File: src/rtl/clk_div_meter_if.sv
// Signal bundle between a divided-clock source/checker configuration and clk_div_meter.
// The master side drives the clock under test and expectations; the slave side reports measurements.
interface clk_div_meter_if #(
    parameter int W = 8
);
    logic         enable;
    logic         sig_in;
    logic [W-1:0] exp_period;
    logic [W-1:0] exp_high;
    logic [W-1:0] period;
    logic [W-1:0] high_time;
    logic         meas_valid;
    logic         lock;
    logic         err;
    logic         timeout;
    logic [W-1:0] err_count;

    modport master (
        output enable, sig_in, exp_period, exp_high,
        input  period, high_time, meas_valid, lock, err, timeout, err_count
    );

    modport slave (
        input  enable, sig_in, exp_period, exp_high,
        output period, high_time, meas_valid, lock, err, timeout, err_count
    );
endinterface

File: src/rtl/clk_div_meter.sv
// Measures period and high time of a clk_in-derived divided clock, checks them against
// expected values, and reports lock, mismatch/timeout errors and a saturating error count.
module clk_div_meter #(
    parameter int W          = 8,
    parameter int LOCK_COUNT = 2
) (
    input  logic          clk_in,
    input  logic          rst,
    clk_div_meter_if.slave bus
);
    localparam logic [W-1:0] CNT_MAX = '1;
    localparam logic [3:0]   LOCK_N  = 4'(LOCK_COUNT);

    typedef enum logic [1:0] {
        IDLE,
        WAIT_EDGE,
        MEASURE
    } state_t;

    state_t       state_q, state_d;
    logic         s1, s2;
    logic         rise;
    logic [W-1:0] cnt_q, cnt_d;
    logic [W-1:0] hcnt_q, hcnt_d;
    logic [3:0]   match_q, match_d;
    logic [3:0]   match_inc;
    logic [W-1:0] period_q, period_d;
    logic [W-1:0] high_q, high_d;
    logic         mv_q, mv_d;
    logic         lock_q, lock_d;
    logic         err_q, err_d;
    logic         to_q, to_d;
    logic [W-1:0] ecnt_q, ecnt_d;
    logic [W-1:0] ecnt_inc;
    logic         match;

    assign rise      = s1 & ~s2;
    assign match     = (cnt_q == bus.exp_period) && (hcnt_q == bus.exp_high);
    assign match_inc = (match_q < LOCK_N) ? 4'(match_q + 4'd1) : match_q;
    assign ecnt_inc  = (ecnt_q == CNT_MAX) ? ecnt_q : ecnt_q + W'(1);

    always_comb begin
        state_d  = state_q;
        cnt_d    = cnt_q;
        hcnt_d   = hcnt_q;
        match_d  = match_q;
        period_d = period_q;
        high_d   = high_q;
        mv_d     = 1'b0;
        lock_d   = lock_q;
        err_d    = 1'b0;
        to_d     = to_q;
        ecnt_d   = ecnt_q;

        if (!bus.enable) begin
            state_d = IDLE;
            cnt_d   = '0;
            hcnt_d  = '0;
            match_d = '0;
            lock_d  = 1'b0;
            to_d    = 1'b0;
        end else begin
            case (state_q)
                IDLE: begin
                    cnt_d   = '0;
                    hcnt_d  = '0;
                    match_d = '0;
                    lock_d  = 1'b0;
                    state_d = WAIT_EDGE;
                end
                WAIT_EDGE: begin
                    if (rise) begin
                        cnt_d   = W'(1);
                        hcnt_d  = W'(1);
                        to_d    = 1'b0;
                        state_d = MEASURE;
                    end
                end
                MEASURE: begin
                    // A rise on the cnt==CNT_MAX cycle is a valid full-range measurement.
                    if (rise) begin
                        period_d = cnt_q;
                        high_d   = hcnt_q;
                        mv_d     = 1'b1;
                        cnt_d    = W'(1);
                        hcnt_d   = W'(1);
                        if (match) begin
                            match_d = match_inc;
                            lock_d  = (match_inc == LOCK_N);
                        end else begin
                            err_d   = 1'b1;
                            ecnt_d  = ecnt_inc;
                            match_d = '0;
                            lock_d  = 1'b0;
                        end
                    end else if (cnt_q == CNT_MAX) begin
                        err_d   = 1'b1;
                        to_d    = 1'b1;
                        ecnt_d  = ecnt_inc;
                        match_d = '0;
                        lock_d  = 1'b0;
                        cnt_d   = '0;
                        hcnt_d  = '0;
                        state_d = WAIT_EDGE;
                    end else begin
                        cnt_d  = cnt_q + W'(1);
                        hcnt_d = hcnt_q + W'(s1);
                    end
                end
                default: state_d = IDLE;
            endcase
        end
    end

    always_ff @(posedge clk_in or negedge rst) begin
        if (!rst) begin
            state_q  <= IDLE;
            s1       <= 1'b0;
            s2       <= 1'b0;
            cnt_q    <= '0;
            hcnt_q   <= '0;
            match_q  <= '0;
            period_q <= '0;
            high_q   <= '0;
            mv_q     <= 1'b0;
            lock_q   <= 1'b0;
            err_q    <= 1'b0;
            to_q     <= 1'b0;
            ecnt_q   <= '0;
        end else begin
            state_q  <= state_d;
            s1       <= bus.sig_in;
            s2       <= s1;
            cnt_q    <= cnt_d;
            hcnt_q   <= hcnt_d;
            match_q  <= match_d;
            period_q <= period_d;
            high_q   <= high_d;
            mv_q     <= mv_d;
            lock_q   <= lock_d;
            err_q    <= err_d;
            to_q     <= to_d;
            ecnt_q   <= ecnt_d;
        end
    end

    assign bus.period     = period_q;
    assign bus.high_time  = high_q;
    assign bus.meas_valid = mv_q;
    assign bus.lock       = lock_q;
    assign bus.err        = err_q;
    assign bus.timeout    = to_q;
    assign bus.err_count  = ecnt_q;
endmodule

File: src/flat_wrapper.sv
// flat-port wrapper written by rule: the top's interface ports become plain ports
module clk_div_meter_flat 
#(
    parameter int W          = 8,
    parameter int LOCK_COUNT = 2
)
  (clk_in, rst, bus_enable, bus_sig_in, bus_exp_period, bus_exp_high, bus_period, bus_high_time, bus_meas_valid, bus_lock, bus_err, bus_timeout, bus_err_count);
  clk_div_meter_if #(.W(W)) bus_i ();
  input  logic clk_in;
  input  logic rst;
  input wire logic [$bits(bus_i.enable)-1:0] bus_enable;
  input wire logic [$bits(bus_i.sig_in)-1:0] bus_sig_in;
  input wire logic [$bits(bus_i.exp_period)-1:0] bus_exp_period;
  input wire logic [$bits(bus_i.exp_high)-1:0] bus_exp_high;
  output wire logic [$bits(bus_i.period)-1:0] bus_period;
  output wire logic [$bits(bus_i.high_time)-1:0] bus_high_time;
  output wire logic [$bits(bus_i.meas_valid)-1:0] bus_meas_valid;
  output wire logic [$bits(bus_i.lock)-1:0] bus_lock;
  output wire logic [$bits(bus_i.err)-1:0] bus_err;
  output wire logic [$bits(bus_i.timeout)-1:0] bus_timeout;
  output wire logic [$bits(bus_i.err_count)-1:0] bus_err_count;
  assign bus_i.enable = bus_enable;
  assign bus_i.sig_in = bus_sig_in;
  assign bus_i.exp_period = bus_exp_period;
  assign bus_i.exp_high = bus_exp_high;
  assign bus_period = bus_i.period;
  assign bus_high_time = bus_i.high_time;
  assign bus_meas_valid = bus_i.meas_valid;
  assign bus_lock = bus_i.lock;
  assign bus_err = bus_i.err;
  assign bus_timeout = bus_i.timeout;
  assign bus_err_count = bus_i.err_count;
  clk_div_meter #(.W(W), .LOCK_COUNT(LOCK_COUNT)) u_core (.clk_in(clk_in), .rst(rst), .bus(bus_i));
endmodule
File: config.mk
export PLATFORM = sky130hd
export DESIGN_NAME = clk_div_meter_flat
export DESIGN_NICKNAME = d
export VERILOG_FILES = /design/src/rtl/clk_div_meter_if.sv /design/src/rtl/clk_div_meter.sv /design/src/flat_wrapper.sv
export SDC_FILE = /design/constraint.sdc
export NUM_CORES = 1
export LEC_CHECK = 0
export ABC_CLOCK_PERIOD_IN_PS = 1800
export BUFFER_PORTS_ARGS = -buffer_cell sky130_fd_sc_hd__clkbuf_2
export CAP_MARGIN = 25
export CORE_MARGIN = 4
export CORE_UTILIZATION = 50
export CTS_CLUSTER_SIZE = 28
export DETAILED_ROUTE_END_ITERATION = 7
export PLACE_DENSITY = 0.76
export SYNTH_ARGS = -nofsm -noshare
export SYNTH_HDL_FRONTEND = slang
export SYNTH_SLANG_ARGS = --single-unit
File: constraint.sdc
create_clock -name clk_in -period 1.8 [get_ports clk_in]
set_input_delay 0.27 -clock clk_in [delete_from_list [all_inputs] [get_ports clk_in]]
set_output_delay 0.27 -clock clk_in [all_outputs]
set_load 0.02 [all_outputs]
==> After elaboration in Yosys (flattened, before gate mapping) <==
Index checks and enable logic that the tools add are counted.
{ "totals": {"register_bits": 52, "inputBits": 20, "word_cells": 86, "out_inout_bits": 28} }
{ "op_classes": {"n_lt_le_gt_ge": 1, "muxes": 42, "n_eq_ne": 15, "add_sub_neg": 4, "n_reduce_logical": 9, "n_bitwise": 2} }
{ "op_table": {"columns": ["op", "count"], "rows": [
  ["$mux 8", 11],
  ["$pmux 8 s3", 2],
  ["$mux 4", 5],
  ["$add 8x1->8 const B", 2],
  ["$eq 8x8->1", 2],
  ["$eq 8x8->1 const B", 2],
  ["$mux 1", 16],
  ["$add 8x1->8", 1],
  ["$mux 2", 4],
  ["$pmux 4 s2", 1],
  ["$reduce_and 4->1", 2],
  ["$ne 3x1->1 const B", 2],
  ["$ne 3x2->1 const B", 2],
  ["$pmux 2 s3", 1],
  ["$reduce_and 3->1", 2],
  ["$add 4x1->4 const B", 1],
  ["$eq 4x2->1 const B", 1],
  ["$lt 4x2->1 const B", 1],
  ["$ne 4x1->1 const B", 1],
  ["$ne 4x2->1 const B", 1],
  ["$pmux 1 s2", 2],
  ["$reduce_and 2->1", 2],
  ["$ne 3x3->1 const B", 1],
  ["$eq 2x1->1 const B", 1],
  ["7 further kinds", 7]
]} }

==> Logic depth before layout (Yosys ltp) <==
{ "logic_depth": {"word_depth": 7, "mapped_depth": 9, "ltp_nobuf": 8} }

==> Worst setup path before layout <==
OpenSTA, ideal clock, no wires.
{ "synth_path": {"path_type": "reg-to-reg", "from": "reg u_core.state_q[0]", "to": "reg u_core.high_q[0], in the netlist u_core.bus.high_time[0]", "synth_period_minus_slack_ns": 1.782, "path_buffers": 1, "slack_ns": 0.018, "required_time_ns": 1.675, "t_arrival_ns": 1.657, "setup_time_ns": 0.125, "stages_incl_launch_ff": 7, "cell_sequence": "dfrtp_1 > inv_1 > ha_1 > and2_1 > nand2_1 > buf_2 > mux2_2"} }
{ "synth_between": {"elab_chain_len": 2} }
{ "synth_rtl": {"columns": ["item", "line_no", "rtl"], "rows": [
  ["from (decl)", "clk_div_meter.sv:20", "state_t state_q, state_d;"],
  ["from (signal assigned)", "clk_div_meter.sv:131", "state_q <= state_d;"],
  ["$eq 2x2->1", "clk_div_meter.sv:63", "case (state_q)"],
  ["$reduce_and 3->1 (no source line)", null, null],
  ["to (signal assigned)", "clk_div_meter.sv:138", "high_q <= high_d;"],
  ["to (decl)", "clk_div_meter.sv:28", "logic [W-1:0] high_q, high_d;"]
]} }
No other way between the ends.
A chain may end at the register's enable or synchronous reset.

==> Worst setup path after layout <==
{ "layout_path": {"from": "reg u_core.state_q[1]", "to": "reg u_core.high_q[2], in the netlist u_core.bus.high_time[2]"} }
Same word-level chain as after synthesis.

==> results.txt <==
----------------------------------------------------
[GRT]
  Vias in the first global route ... 2096
  First-pass GRT wire length ... 9690 um
  Initial antenna violation count ... 0
  Pin count of the biggest net entering global routing ... 34
  GRT Total Usage ... 0.190
  Leftover overflow at the end of global routing ... 0

[Clock network]
  CTS clk-pin slew, worst paths ... 90 ps
  # H-tree levels ... 2
  Clock latency of the later-clocked register in the worst-skew pair ... 300 ps
  TritonCTS sink count ... 52
  Total clock buffers created by CTS ... 5
  Clock tree from TritonCTS ... yes
  Buffer cell driving the clock tree root ... sky130_fd_sc_hd__clkbuf_8
  Clock tree buffer depth ... 2

[Synth]
  Fraction of registers with async set/reset ... 1.00
  Post-synth EDFFs ... 0
  Post-synth top area share ... 0.488
  Count leader, synth ... sky130_fd_sc_hd__dfrtp_1
  Most used DFF post-synth ... sky130_fd_sc_hd__dfrtp_1
  Area leader, netlist ... sky130_fd_sc_hd__dfrtp_1
  Number of instances in the synthesized netlist ... 237
  Post-synthesis register bit count ... 52
  Number of nets produced by synthesis ... 266
  List of most frequent post-synthesis cells ... sky130_fd_sc_hd__dfrtp_1, sky130_fd_sc_hd__xnor2_1, sky130_fd_sc_hd__nand2_1, sky130_fd_sc_hd__nor2_1, sky130_fd_sc_hd__mux2_2
  Synth Area per Inst ... 11.3 um2
  Biggest area contributors in the synthesized netlist ... sky130_fd_sc_hd__dfrtp_1, sky130_fd_sc_hd__xnor2_1, sky130_fd_sc_hd__mux2_2, sky130_fd_sc_hd__ha_1, sky130_fd_sc_hd__xor2_1
  Proportion of synthesized chip area in sequential cells ... 0.488
  Total standard cell area after synthesis ... 2670 um2
  Synth warnings ... 0
  Distinct cells, synth ... 45

[Worst hold path]
  Hold Path Stages ... 1
  Hold Startpoint ... bus_sig_in
  Hold endpoint ... u_core.s1
  Worst min-delay path class ... primary input to flop

[Critical path]
  Crit-path leading delay family ... flip-flops
  Most used cell along the critical path ... sky130_fd_sc_hd__buf_4
  Slowest cell on the critical path ... sky130_fd_sc_hd__dfrtp_1
  Critical path, cell by cell ... buf_4 > ha_1 > and2_2 > nand2_1 > buf_4 > mux2_2
  Logic depth of the worst register-to-register path ... 6
  CP Data Arrival Time ... 1960 ps
  Critical path class ... flop to flop
  Number of buffer and inverter instances along the worst setup path ... 2
  Endpoint type of the worst setup path ... flop
  Register-to-register setup slack ... 30 ps
  Slowest cell delay on critical path ... 390 ps
  Kind of launch point of the worst setup path ... flop
  Data required, critical path ... 1990 ps
  Start of the worst register-to-register path ... u_core.state_q[1]
  Reg2reg end ... u_core.bus.high_time[2]
  Maximum fanout encountered on the critical timing path ... 8

[Floorplanning]
  Die width ... 81.0 um
  Core ar. ... 5140 um2
  Boundary pin count ... 48
  Die area ... 6570 um2
  Initial cell density of the core ... 0.519
  Die boundary height ... 81.0 um
  Number of placement rows ... 26

[STA]
  Skew final ... 4.40 ps
  Unrepaired setup endpoints after global routing ... true
  Slew at the pin closest to its max-slew limit ... 532 ps
  Relative slew margins ... 0.645
  Achievable clock frequency ... 565 MHz
  Share of the clock period used by the worst path ... 0.984
  Final hold violation count ... 0
  Final Max Slew Viols ... 0
  Crit path time final ... 1770 ps
  Number of failing setup endpoints in the final timing report ... 0
  Setup TNS ... 0 ps

[Power]
  Max IR drop VDD ... 363 uV
  Portion of total power attributed to combinational logic ... 0.178
  Areal power density over the cells ... 681 nW/um2
  Psw ... 0.615 mW
  Leakage power of the design ... 1.62 nW
  Clock power frac ... 0.280
  Switching power share of the total ... 0.275
  Flop pwr share ... 0.542
  Internal power consumption ... 1.62 mW

[Routing]
  Highest metal layer used by the detailed router ... met4
  First-pass iteration count of the detailed router ... 4
  Number of design-rule violations left by the first detailed-router iteration ... 70
  Wirelength, routed ... 5700 um
  Wire length on met1 ... 2380 um
  Wire per inst ... 14.9 um
  Average vias per placed instance ... 5.37
  DRC ... 0
  Wire length on met2 ... 2960 um
  Number of antenna-violating nets in the routed design ... 0
  Vias after detailed routing ... 2058
  Met3 wirelength from detailed routing ... 268 um

[Finish]
  Layout cell share with drive strength beyond 1 ... 0.374
  Final standard cell utilization of the core ... 0.639
  Net count of the finished layout ... 342
  Antenna diode instance count ... 0
  Post-route standard cell area excluding fillers ... 3280 um2
  Area grow syn2layout ... 23.2%

[Place]
  Dpl cell area ... 3150 um2
  Dpl hpwl ... 4280 um
  Global placement routability congestion ... 0.883
  Total of buffers placed on input and output ports ... 47

[Run status]
  Result of the run ... finished clean

[Job]
  Max-cap violation count ... 0

----------------------------------------------------
[sequential cells by signal (all words and copies together) (netlist names), 2 cells and up]
register,flops
u_core.state_q,2
u_core.cnt_q,8
u_core.match_q,4
u_core.bus.period,8
u_core.bus.high_time,8
u_core.bus.err_count,8
u_core.hcnt_q,8
[cell type report]
| class | instances | area, um2 |
|---|---|---|
| well taps | 70 | 87.6 |
| clock buffers | 6 | 72.6 |
| multi-input cells | 174 | 1340 |
| fillers | 444 | 1860 |
| repair buffers | 74 | 453 |
| clock inverters | 1 | 5.00 |
| flip-flops and latches | 52 | 1300 |
| inverters | 6 | 22.5 |
[power by group through the flow]
stage               Clock [mW]  Combinational (mW)  Sequential, mW
floorplan                    0               0.190            1.25
global placement             0               0.344            1.23
detailed placement           0               0.350            1.24
CTS                      0.645               0.361            1.21
global route             0.686               0.439            1.22
finish                   0.626               0.398            1.21
[cells in the final DEF (no fill, tap or decap), types with 8 or more instances in the layout]
cell	count
sky130_fd_sc_hd__and3_1	8
sky130_fd_sc_hd__buf_4	25
sky130_fd_sc_hd__clkbuf_2	47
sky130_fd_sc_hd__dfrtp_1	50
sky130_fd_sc_hd__ha_1	9
sky130_fd_sc_hd__mux2_2	16
sky130_fd_sc_hd__nand2_1	19
sky130_fd_sc_hd__nand4_1	14
sky130_fd_sc_hd__nor2_1	15
sky130_fd_sc_hd__xnor2_1	22
sky130_fd_sc_hd__xor2_1	11
[worst max path at each step]
stage	from	to	slack, ps	depth (start not counted)
global route	u_core.state_q[1]	u_core.bus.high_time[0]	-40	6
finish	u_core.state_q[1]	u_core.bus.high_time[2]	30	6
global placement	u_core.state_q[1]	u_core.cnt_q[5]	8	8
floorplan	u_core.state_q[0]	u_core.bus.high_time[0]	20	6
detailed placement	u_core.state_q[1]	u_core.cnt_q[5]	-60	8
CTS	u_core.cnt_q[4]	u_core.bus.err_count[1]	9	5
[cells by family after synthesis]
family          count (synthesis)  share of synthesized area
buf+inv                        11                     0.0235
fa+ha+maj                       9                     0.0422
flops                          52                      0.488
xor+xnor                       34                      0.112
mux                            19                     0.0826
compound gates                 25                     0.0699
simple gates                   87                      0.182
[stage by stage]
| step | cells | power (mW) | hold slack (ps) | setup slack, ps |
|---|---|---|---|---|
| after floorplan | 237 | 1.44 | -25.6 | 17.9 |
| after global placement | 374 | 1.58 | 270 | 7.54 |
| after detailed placement | 374 | 1.59 | 279 | -56.9 |
| after CTS | 382 | 2.22 | 64.3 | 8.80 |
| after global routing | 383 | 2.34 | 67.2 | -41.5 |
| final | 383 | 2.24 | 71.2 | 29.1 |
[layer usage]
| layer | global-route usage | vias up |
|---|---|---|
| met5 | 0 | - |
| li1 | - | 982 |
| met1 | 0.237 | 1016 |
| met3 | 0.0299 | 9 |
| met4 | 0.0591 | 0 |
| met2 | 0.337 | 51 |
[repair_timing]
action | CTS | global route
hold endpoints to repair | 19 | 0
gates resized for setup | 2 | 9
hold buffers | 1 | 0
pin swaps | 0 | 2
buffers inserted | 0 | 1
endpoints found under the setup margin | 12 | 16
Power figures use the tool's default switching activity.
